## config.mk

```make
export PLATFORM = sky130hd
export DESIGN_NAME = frame_aligner_mc_flat
export DESIGN_NICKNAME = d
export VERILOG_FILES = /design/src/rtl/frame_aligner_mc_pkg.sv /design/src/rtl/frame_aligner_mc_if.sv /design/src/rtl/frame_aligner_mc_bitslip.sv /design/src/rtl/frame_aligner_mc.sv /design/src/flat_wrapper.sv
export SDC_FILE = /design/constraint.sdc
export NUM_CORES = 1
export LEC_CHECK = 0
export ABC_CLOCK_PERIOD_IN_PS = 3780
export BUFFER_PORTS_ARGS = -buffer_cell sky130_fd_sc_hd__buf_2
export CORE_MARGIN = 10
export CORE_UTILIZATION = 24
export CTS_CLUSTER_DIAMETER = 120
export CTS_CLUSTER_SIZE = 12
export DETAILED_ROUTE_END_ITERATION = 10
export GPL_ROUTABILITY_DRIVEN = 0
export PLACE_DENSITY_LB_ADDON = 0.08
export SETUP_SLACK_MARGIN = 0.02
export SLEW_MARGIN = 20
export SYNTH_ARGS = -nofsm -noshare
export SYNTH_HDL_FRONTEND = slang
export SYNTH_HIERARCHICAL = 1
export SYNTH_SLANG_ARGS = --single-unit
export TNS_END_PERCENT = 10
```

## constraint.sdc

```tcl
create_clock -name clock -period 3.78 [get_ports clock]
set_input_delay 1.134 -clock clock [delete_from_list [all_inputs] [get_ports clock]]
set_output_delay 1.134 -clock clock [all_outputs]
set_load 0.02 [all_outputs]
```

## src/rtl/frame_aligner_mc_pkg.sv

```systemverilog
// Shared types and helpers for the multi-group frame aligner.
package frame_align_pkg;

   typedef enum logic {SEARCH = 1'b0, LOCKED = 1'b1} state_t;

   localparam int FRAME_SIZE_SDR = 8;
   localparam int FRAME_SIZE_DDR = 16;
   localparam int MAX_FRAME      = 64;

   // Only meaningful for a one-hot argument; returns the highest set bit otherwise.
   function automatic int unsigned onehot_to_idx(input logic [MAX_FRAME-1:0] oh);
      int unsigned idx;
      idx = 0;
      for (int i = 0; i < MAX_FRAME; i++)
         if (oh[i]) idx = i;
      return idx;
   endfunction

endpackage

```

## src/rtl/frame_aligner_mc_if.sv

```systemverilog
// S-bit / SoT bus of the frame aligner. FRAME_ALIGN_ERRCNT_EN adds sot_err_cnt.
interface frame_aligner_mc_if #(
   parameter int FRAME_SIZE = 8,
   parameter int NUM_GROUPS = 8,
   parameter int CNT_W      = 12,
   parameter int SLIP_W     = $clog2(FRAME_SIZE)
);
   logic [NUM_GROUPS*FRAME_SIZE-1:0] sbits_i;
   logic [FRAME_SIZE-1:0]            start_of_frame;
   logic                             mask;
   logic [CNT_W-1:0]                 aligned_count_to_ready;
   logic [3:0]                       err_thresh;
   logic                             clear_unstable;
   logic [NUM_GROUPS*FRAME_SIZE-1:0] sbits_o;
   logic                             sot_is_aligned;
   logic                             sot_unstable;
   logic [SLIP_W-1:0]                bitslip_cnt_o;
`ifdef FRAME_ALIGN_ERRCNT_EN
   logic [15:0]                      sot_err_cnt;
`endif

   modport master (
      output sbits_i, start_of_frame, mask, aligned_count_to_ready, err_thresh, clear_unstable,
      input  sbits_o, sot_is_aligned, sot_unstable, bitslip_cnt_o
`ifdef FRAME_ALIGN_ERRCNT_EN
      , input sot_err_cnt
`endif
   );

   modport slave (
      input  sbits_i, start_of_frame, mask, aligned_count_to_ready, err_thresh, clear_unstable,
      output sbits_o, sot_is_aligned, sot_unstable, bitslip_cnt_o
`ifdef FRAME_ALIGN_ERRCNT_EN
      , output sot_err_cnt
`endif
   );

endinterface

```

## src/rtl/frame_aligner_mc_bitslip.sv

```systemverilog
// One group's slice: previous-frame register, barrel select over two frames, zeroable output.
module frame_bitslip #(
   parameter int FRAME_SIZE = 8,
   parameter int SLIP_W     = $clog2(FRAME_SIZE)
) (
   input  logic                  clock,
   input  logic                  reset_n_i,
   input  logic [FRAME_SIZE-1:0] din,
   input  logic [SLIP_W-1:0]     slip,
   input  logic                  zero,
   output logic [FRAME_SIZE-1:0] dout
);
   logic [FRAME_SIZE-1:0]   din_d1;
   logic [2*FRAME_SIZE-1:0] cat;

   assign cat = {din, din_d1};

   always_ff @(posedge clock or negedge reset_n_i) begin
      if (!reset_n_i) begin
         din_d1 <= '0;
         dout   <= '0;
      end else begin
         din_d1 <= din;
         dout   <= zero ? '0 : cat[slip +: FRAME_SIZE];
      end
   end

endmodule

```

## src/rtl/frame_aligner_mc.sv

```systemverilog
// SoT-driven frame aligner sharing one frozen bitslip across NUM_GROUPS groups.
// Optional macro FRAME_ALIGN_ERRCNT_EN adds a saturating bad-SoT counter.
module frame_aligner_mc
   import frame_align_pkg::*;
#(
   parameter int FRAME_SIZE = 8,
   parameter int NUM_GROUPS = 8,
   parameter int SOT_OFFSET = 1,
   parameter int CNT_W      = 12,
   parameter int SLIP_W     = $clog2(FRAME_SIZE)
) (
   input  logic               clock,
   input  logic               reset_n_i,
   frame_aligner_mc_if.slave  bus
);
   state_t                state;
   logic [CNT_W-1:0]      stable_cnt, stable_nxt, lock_thr;
   logic [3:0]            err_run, err_thr;
   logic [4:0]            err_inc;
   logic [FRAME_SIZE-1:0] sof_d1, sof_lock;
   logic [SLIP_W-1:0]     cand_slip, slip;
   logic                  sof_valid, sof_bad, gain_lock, lose_lock, keep_data;
   logic                  aligned, unstable;

   always_comb begin
      sof_valid = $onehot(bus.start_of_frame);
      cand_slip = SLIP_W'((onehot_to_idx(MAX_FRAME'(bus.start_of_frame)) + SOT_OFFSET) % FRAME_SIZE);
      lock_thr  = (bus.aligned_count_to_ready == '0) ? CNT_W'(1) : bus.aligned_count_to_ready;
      err_thr   = (bus.err_thresh == 4'd0) ? 4'd1 : bus.err_thresh;
      if (!sof_valid)
         stable_nxt = '0;
      else if (bus.start_of_frame == sof_d1)
         stable_nxt = (&stable_cnt) ? stable_cnt : stable_cnt + 1'b1;
      else
         stable_nxt = CNT_W'(1);
      gain_lock = (state == SEARCH) && (stable_nxt >= lock_thr);
      sof_bad   = (bus.start_of_frame != sof_lock);
      err_inc   = {1'b0, err_run} + 5'd1;
      lose_lock = (state == LOCKED) && sof_bad && (err_inc >= {1'b0, err_thr});
      // Output is live only for cycles that start and end in LOCKED.
      keep_data = (state == LOCKED) && !lose_lock && !bus.mask;
   end

   always_ff @(posedge clock or negedge reset_n_i) begin
      if (!reset_n_i) begin
         state      <= SEARCH;
         stable_cnt <= '0;
         err_run    <= '0;
         sof_d1     <= '0;
         sof_lock   <= '0;
         slip       <= '0;
         aligned    <= 1'b0;
         unstable   <= 1'b0;
      end else begin
         sof_d1 <= bus.start_of_frame;
         case (state)
            SEARCH: begin
               stable_cnt <= stable_nxt;
               err_run    <= '0;
               if (gain_lock) begin
                  state    <= LOCKED;
                  aligned  <= 1'b1;
                  sof_lock <= bus.start_of_frame;
                  slip     <= cand_slip;
               end
            end
            LOCKED: begin
               if (lose_lock) begin
                  state      <= SEARCH;
                  aligned    <= 1'b0;
                  stable_cnt <= '0;
                  err_run    <= '0;
               end else if (sof_bad) begin
                  err_run <= err_inc[3:0];
               end else begin
                  err_run <= '0;
               end
            end
         endcase
         if (lose_lock)
            unstable <= 1'b1;
         else if (bus.clear_unstable)
            unstable <= 1'b0;
      end
   end

`ifdef FRAME_ALIGN_ERRCNT_EN
   logic [15:0] err_cnt;

   always_ff @(posedge clock or negedge reset_n_i) begin
      if (!reset_n_i)
         err_cnt <= '0;
      else if (bus.clear_unstable)
         err_cnt <= '0;
      else if ((state == LOCKED) && sof_bad && !(&err_cnt))
         err_cnt <= err_cnt + 16'd1;
   end

   assign bus.sot_err_cnt = err_cnt;
`endif

   assign bus.sot_is_aligned = aligned;
   assign bus.sot_unstable   = unstable;
   assign bus.bitslip_cnt_o  = slip;

   for (genvar g = 0; g < NUM_GROUPS; g++) begin : g_grp
      frame_bitslip #(.FRAME_SIZE(FRAME_SIZE), .SLIP_W(SLIP_W)) u_slip (
         .clock     (clock),
         .reset_n_i (reset_n_i),
         .din       (bus.sbits_i[g*FRAME_SIZE +: FRAME_SIZE]),
         .slip      (slip),
         .zero      (!keep_data),
         .dout      (bus.sbits_o[g*FRAME_SIZE +: FRAME_SIZE])
      );
   end

endmodule

```

## src/flat_wrapper.sv

```systemverilog
// flat-port wrapper written by rule: the top's interface ports become plain ports
module frame_aligner_mc_flat import frame_align_pkg::*;
#(
   parameter int FRAME_SIZE = 8,
   parameter int NUM_GROUPS = 8,
   parameter int SOT_OFFSET = 1,
   parameter int CNT_W      = 12,
   parameter int SLIP_W     = $clog2(FRAME_SIZE)
)
  (clock, reset_n_i, bus_sbits_i, bus_start_of_frame, bus_mask, bus_aligned_count_to_ready, bus_err_thresh, bus_clear_unstable, bus_sbits_o, bus_sot_is_aligned, bus_sot_unstable, bus_bitslip_cnt_o);
  frame_aligner_mc_if #(.FRAME_SIZE(FRAME_SIZE), .NUM_GROUPS(NUM_GROUPS), .CNT_W(CNT_W), .SLIP_W(SLIP_W)) bus_i ();
  input  logic clock;
  input  logic reset_n_i;
  input wire logic [$bits(bus_i.sbits_i)-1:0] bus_sbits_i;
  input wire logic [$bits(bus_i.start_of_frame)-1:0] bus_start_of_frame;
  input wire logic [$bits(bus_i.mask)-1:0] bus_mask;
  input wire logic [$bits(bus_i.aligned_count_to_ready)-1:0] bus_aligned_count_to_ready;
  input wire logic [$bits(bus_i.err_thresh)-1:0] bus_err_thresh;
  input wire logic [$bits(bus_i.clear_unstable)-1:0] bus_clear_unstable;
  output wire logic [$bits(bus_i.sbits_o)-1:0] bus_sbits_o;
  output wire logic [$bits(bus_i.sot_is_aligned)-1:0] bus_sot_is_aligned;
  output wire logic [$bits(bus_i.sot_unstable)-1:0] bus_sot_unstable;
  output wire logic [$bits(bus_i.bitslip_cnt_o)-1:0] bus_bitslip_cnt_o;
  assign bus_i.sbits_i = bus_sbits_i;
  assign bus_i.start_of_frame = bus_start_of_frame;
  assign bus_i.mask = bus_mask;
  assign bus_i.aligned_count_to_ready = bus_aligned_count_to_ready;
  assign bus_i.err_thresh = bus_err_thresh;
  assign bus_i.clear_unstable = bus_clear_unstable;
  assign bus_sbits_o = bus_i.sbits_o;
  assign bus_sot_is_aligned = bus_i.sot_is_aligned;
  assign bus_sot_unstable = bus_i.sot_unstable;
  assign bus_bitslip_cnt_o = bus_i.bitslip_cnt_o;
  frame_aligner_mc #(.FRAME_SIZE(FRAME_SIZE), .NUM_GROUPS(NUM_GROUPS), .SOT_OFFSET(SOT_OFFSET), .CNT_W(CNT_W), .SLIP_W(SLIP_W)) u_core (.clock(clock), .reset_n_i(reset_n_i), .bus(bus_i));
endmodule
```

# [Yosys cells after proc, flatten, opt, wreduce, memory -nomap -nowiden]
# Index checks and enable logic that the tools add are counted.
[classes] eq_ne=5 mux=33 shift=8 n_reduce_logical=13 n_bitwise=1 magnitude_cmp=2 n_addsub=10
[op_table] operator="16-bit by 4-bit variable part select with 8-bit output" n=8
[op_table] operator="8-bit two-way mux" n=8
[op_table] operator="12-bit two-way mux" n=5
[op_table] operator="12-bit one-hot mux with 2 select lines" n=1
[op_table] operator="3-bit two-way mux" n=5
[op_table] operator="12-bit by 1-bit adder with 12-bit output, second input constant" n=1
[op_table] operator="4-bit adder" n=3
[op_table] operator="12-bit greater-or-equal comparator" n=1
[op_table] operator="12-bit zero test" n=1
[op_table] operator="4-bit two-way mux" n=3
[op_table] operator="12-bit AND reduction" n=1
[op_table] operator="1-bit by 1-bit adder with 2-bit output" n=4
[op_table] operator="8-bit equality test" n=1
[op_table] operator="8-bit inequality test" n=1
[op_table] operator="4-bit one-hot mux with 2 select lines" n=1
[op_table] operator="1-bit two-way mux" n=7
[op_table] operator="4-bit by 1-bit adder with 5-bit output, second input constant" n=1
[op_table] operator="5-bit by 4-bit greater-or-equal comparator with 1-bit output" n=1
[op_table] operator="1-bit logical AND" n=5
[op_table] operator="4-bit by 1-bit equality test with 1-bit output, second input constant" n=1
[op_table] operator="4-bit zero test" n=1
[op_table] operator="1-bit one-hot mux with 2 select lines" n=2
[op_table] operator="2-bit AND reduction" n=2
[op_table] operator="3-bit by 1-bit adder with 3-bit output, second input constant" n=1
[op_table] operator="other kinds (6)" n=7
[word_totals] out_inout_bits=69 wordCells=96 ff_bits=166 in_bits=92

# [Logic depth before layout (Yosys ltp)]
[depth] depth_word=9 ltp_mapped=20 mapped_depth_nobuf=18

# [Modules after synthesis]
# Netlist, hierarchy kept.
[by_module_without_submodules] mod="frame_bitslip" area_each_um2=738.2 instances=8 cells_each=61 seq_area_each_um2=400.4
[by_module_without_submodules] mod="frame_aligner_mc" area_each_um2=2620.0 instances=1 cells_each=269 seq_area_each_um2=950.9

# [Worst setup path after synthesis]
# Ideal clock, no wire load.
[synth_timing] path_type="input-to-reg" startpoint="in bus_start_of_frame[0]" endpoint="reg u_core.sof_lock[1]" arrival_ps=5401 setup_time_ps=125 n_path_buf=2 required_ps=3655 path_slack_ps=-1746 stages=20 cell_sequence="inv_1 -> fa_1 -> fa_1 -> fa_1 -> inv_1 -> ha_1 -> inv_1 -> fa_1 -> a211o_1 -> o21ai_1 -> nand3_1 -> buf_2 -> nor3_2 -> ha_1 -> a21oi_1 -> o21a_1 -> a21o_1 -> a21oi_2 -> buf_2 -> mux2_2"
[synth_via] elab_chain_cells=8 elab_cells_between_ends=10 cone_classes="add/sub: 3; order compare: 1; eq/ne: 2; mux: 2; reduce/logical: 2"
[synth_lines] element="start: declaration" line="flat_wrapper.sv:15" source="input wire logic [$bits(bus_i.start_of_frame)-1:0] bus_start_of_frame;"
[synth_lines] element="1-bit by 1-bit adder with 2-bit output (implied by the code)" line="frame_aligner_mc.sv:26" source="sof_valid = $onehot(bus.start_of_frame);"
[synth_lines] element="4-bit adder (implied by the code) (2 in a row)" line="frame_aligner_mc.sv:26"
[synth_lines] element="4-bit by 1-bit equality test with 1-bit output" line="frame_aligner_mc.sv:26"
[synth_lines] element="12-bit two-way mux *" line="frame_aligner_mc.sv:30" source="if (!sof_valid)"
[synth_lines] element="12-bit greater-or-equal comparator *" line="frame_aligner_mc.sv:36" source="gain_lock = (state == SEARCH) && (stable_nxt >= lock_thr);"
[synth_lines] element="1-bit logical AND *" line="frame_aligner_mc.sv:36"
[synth_lines] element="2-bit AND reduction (no source line) *"
[synth_lines] element="end signal: assignment" line="frame_aligner_mc.sv:63" source="sof_lock <= bus.start_of_frame;"
[synth_lines] element="end: declaration" line="frame_aligner_mc.sv:20" source="logic [FRAME_SIZE-1:0] sof_d1, sof_lock;"
# Mark *: on every way between the ends. The rest lies on a longest branch, timed or not.
# A chain may end at the register's enable or synchronous reset.

# [Worst setup path after layout]
[layout_timing] startpoint="in bus_start_of_frame[0]" endpoint="reg u_core.sof_lock[0]"
[layout_via] elab_chain_cells=8 elab_cells_between_ends=10 cone_classes="add/sub: 3; order compare: 1; eq/ne: 2; mux: 2; reduce/logical: 2"
[layout_lines] element="1-bit by 1-bit adder with 2-bit output (implied by the code)" line="frame_aligner_mc.sv:26"
[layout_lines] element="4-bit adder (implied by the code) (2 in a row)" line="frame_aligner_mc.sv:26"
[layout_lines] element="4-bit by 1-bit equality test with 1-bit output" line="frame_aligner_mc.sv:26"
[layout_lines] element="12-bit two-way mux" line="frame_aligner_mc.sv:30"
[layout_lines] element="12-bit greater-or-equal comparator" line="frame_aligner_mc.sv:36"
[layout_lines] element="1-bit logical AND" line="frame_aligner_mc.sv:36"
[layout_lines] element="2-bit AND reduction (no source line)"
# Parallel ways exist; a longest one is shown, timed or not.

==> qor.txt <==
Outcome - finished, violations left
Violated checks - setup timing
Setup violations, final - 25
Avg Cell Area, Syn - 11.3 sq um
H-Tree Depth - 4
Max-cap violations - 0
Synth unique cells - 56
Synth warn - 6
Core Region - 0.0348 sq mm
IO Pins - 161
Layout cells sized above 1 - 41.2%
Synth Net Count - 875
Worst Path Max Fanout - 7
Clk_lat worst skew - 0.44 ns
Clock tree buffer depth - 2
Fin. max-slew vios - 0
DP HPWL - 18300 microns
Area added between synthesis and finish - 27.8%
Nets - 1058
Vias in the first global route - 7043
Clock transition at path regs - 0.06 ns
Clk root buf - clkbuf_16
Power Dens Cells - 394 mW/mm^2
Most frequent cells after synthesis - dfrtp_1, o22ai_1, mux2_2
Initial antenna violation count - 7
Mapped Cells - 757
Setup tns final - -21.94 ns
Initial Util - 24.5%
Filler cells - 3586
Post-Syn Area - 0.00853 sq mm
Top cell type's share of synthesized area - 48.7%
Vias post-DR - 6598
Die height - 208 microns
Fin. Hold Viols - 0
Min cycle time layout - 5.16 ns
DP Worst Slack - -2.31 ns
Yosys top cell by area - dfrtp_1
Fin cells - 1409
Sequential fraction of the synthesis area - 48.7%
I/O Buffers - 160
Worst hold path class - flop to flop
FFs w/ async S/R, synth - 100%
Max VDD drop - 0.000311 V
Max Freq - 0.194 GHz
Placed cell areas - 0.00997 sq mm
Cell area after layout - 0.0109 sq mm
Ranking of synthesized cells by area - dfrtp_1, mux2_2, o22ai_1
DR iter-0 viols - 298
WL/cell - 18.2 microns
Pin count of the biggest net entering global routing - 79
Std-Cell Rows - 68
Kind of critical path - input pin to flop
Slew @ Worst Pin - 0.741 ns
Number of synthesized flops with an enable pin - 0
Die ar. - 0.0435 sq mm
Drt pass-1 iters - 4
Top-count cell post-synth - dfrtp_1
# DRC - 0
Vias per cell - 4.68
RSZ-0062 raised after global routing - yes
Clock Skews - 0.0100 ns
ANT nets after route - 0
Slew Limit Headroom - 50.6%
Period utilization - 136%
WP data arrival - 5.48 ns
Placed Instances - 1367
DIE WIDTH - 208 microns
Hold Slack - 0.480 ns
Cts bufs inserted - 17
Required time of the critical path - 4.10 ns
Gr usage total - 11.8%
CTS tree - yes
CP startpoint kind - input pin
Dominant synthesized flop cell - dfrtp_1
Grt total ovfl - 0
First-pass GRT wire length - 41200 microns
CP endpoint kind - flop
Worst Slack Setup Final - -1.38 ns
#FFs+latches synth - 166
LEAKAGE - 4.97 nW
CTS sink cnt - 166
Routed WL - 25600 microns
-- flip-flops by register name (all words and copies together), names as in the netlist --
name and cells:
u_core/err_run 4, u_core/g_grp.u_slip/dout 64, u_core/stable_cnt 12, u_core/state 1, u_core/bus.bitslip_cnt_o 3, u_core/bus.sot_unstable 1, u_core/sof_lock 8, u_core/bus.sot_is_aligned 1
u_core/sof_d1 8, u_core/g_grp.u_slip/din_d1 64
-- placed cells by master (no fill, tap or decap), types with 4 or more instances in the layout --
cell and n:
o22ai_1 112, mux2i_2 8, xnor2_1 11, a21oi_2 6, mux2_4 17, or2_2 10
bufinv_16 6, a21oi_1 12, a21o_1 8, dfrtp_1 164, nor2_1 31, mux2_2 81
nor3_2 4, nand4_1 4, buf_6 6, a2111oi_2 8, ha_1 21, buf_2 158
xor2_1 9, o21ai_0 9, nor3_1 59, nand2_1 21, buf_4 31, nand3_1 6
inv_1 36, clkbuf_16 17, inv_2 4, nor4_1 4, nand2b_1 17
-- per-layer routing --
layer | vias up | wire (microns) | global-route usage [%]
met2 | 133 | 12500 | 19.5
met3 | 30 | 1250 | 3.43
met5 | - | 49 | 0
li1 | 3184 | - | -
met4 | 8 | 417 | 4.06
met1 | 3243 | 11400 | 14.5
-- power breakdown --
part	total [W]	internal [W]	leakage, nW	switching (W)
clock network	0.00199	0.00125	0.323	0.000738
registers	0.00185	0.00182	2.15	0.0000257
logic	0.000452	0.000203	2.50	0.000249
total	0.00429	0.00328	4.97	0.00101
-- timing repair --
action,CTS,global route
endpoints found under the setup margin,25,25
pin swaps,13,3
setup buffers,6,1
hold buffers,0,0
cloned,2,0
resized for setup,26,12
endpoints found under the hold margin,0,0
-- worst paths after layout --
kind	cells after the start	endpoint	slack (ns)	startpoint
worst max-delay path	21	u_core/sof_lock[0]	-1.38	bus_start_of_frame[0]
worst min-delay path	1	u_core/bus.sot_is_aligned	0.48	u_core/bus.sot_is_aligned
worst max register to register	13	u_core/sof_lock[0]	0.54	u_core/stable_cnt[0]
worst min register to register	1	u_core/bus.sot_is_aligned	0.48	u_core/bus.sot_is_aligned
max in group asynchronous	2	u_core/sof_d1[3]	2.27	reset_n_i
min in group asynchronous	1	u_core/g_grp[7].u_slip/dout[3]	0.74	reset_n_i
-- area by class of cell --
type	count	area (sq um)	share of cell area (%)
Antenna cell	2	5.00	0.0459
Clock buffer	19	443	4.07
Clock inverter	12	224	2.06
Inverter	41	161	1.48
Multi-Input combinational cell	515	4170	38.2
Sequential cell	166	4160	38.2
Tap cell	455	569	5.23
Timing Repair Buffer	199	1170	10.7
-- metrics by stage --
step	total power [W]	utilization [%]
4_1_cts	0.00438	31.1
3_5_place_dp	0.00231	28.6
6_report	0.00429	31.3
5_1_grt	0.00451	31.3
3_3_place_gp	0.00231	28.6
2_1_floorplan	0.00212	-
-- worst max-delay path: stages --
cell      delay [ns]
buf_8           0.09
inv_8           0.03
fa_1            0.56
fa_1            0.43
fa_1            0.45
inv_2           0.08
ha_4            0.13
inv_2           0.03
fa_2            0.53
nand3_2         0.08
o21ai_4         0.25
nand3_4         0.17
nor3_2          0.16
ha_1            0.28
a211oi_2        0.17
o21ai_1         0.10
a21oi_2         0.15
buf_6           0.14
a21oi_4         0.06
buf_12          0.14
mux2_4          0.29
-- cells by family after synthesis --
| kind of cell | Yosys count | share of synthesized area, % |
|---|---|---|
| AOI/OAI and AO/OA | 181 | 14.3 |
| adders and majority gates | 26 | 4.17 |
| muxes | 108 | 14.8 |
| and+or+nand+nor | 178 | 11.3 |
| xor gates and xnor gates | 20 | 2.05 |
| DFF | 166 | 48.7 |
| buffers and inverters | 78 | 4.59 |
No activity file was read; power rests on OpenSTA's default activity.
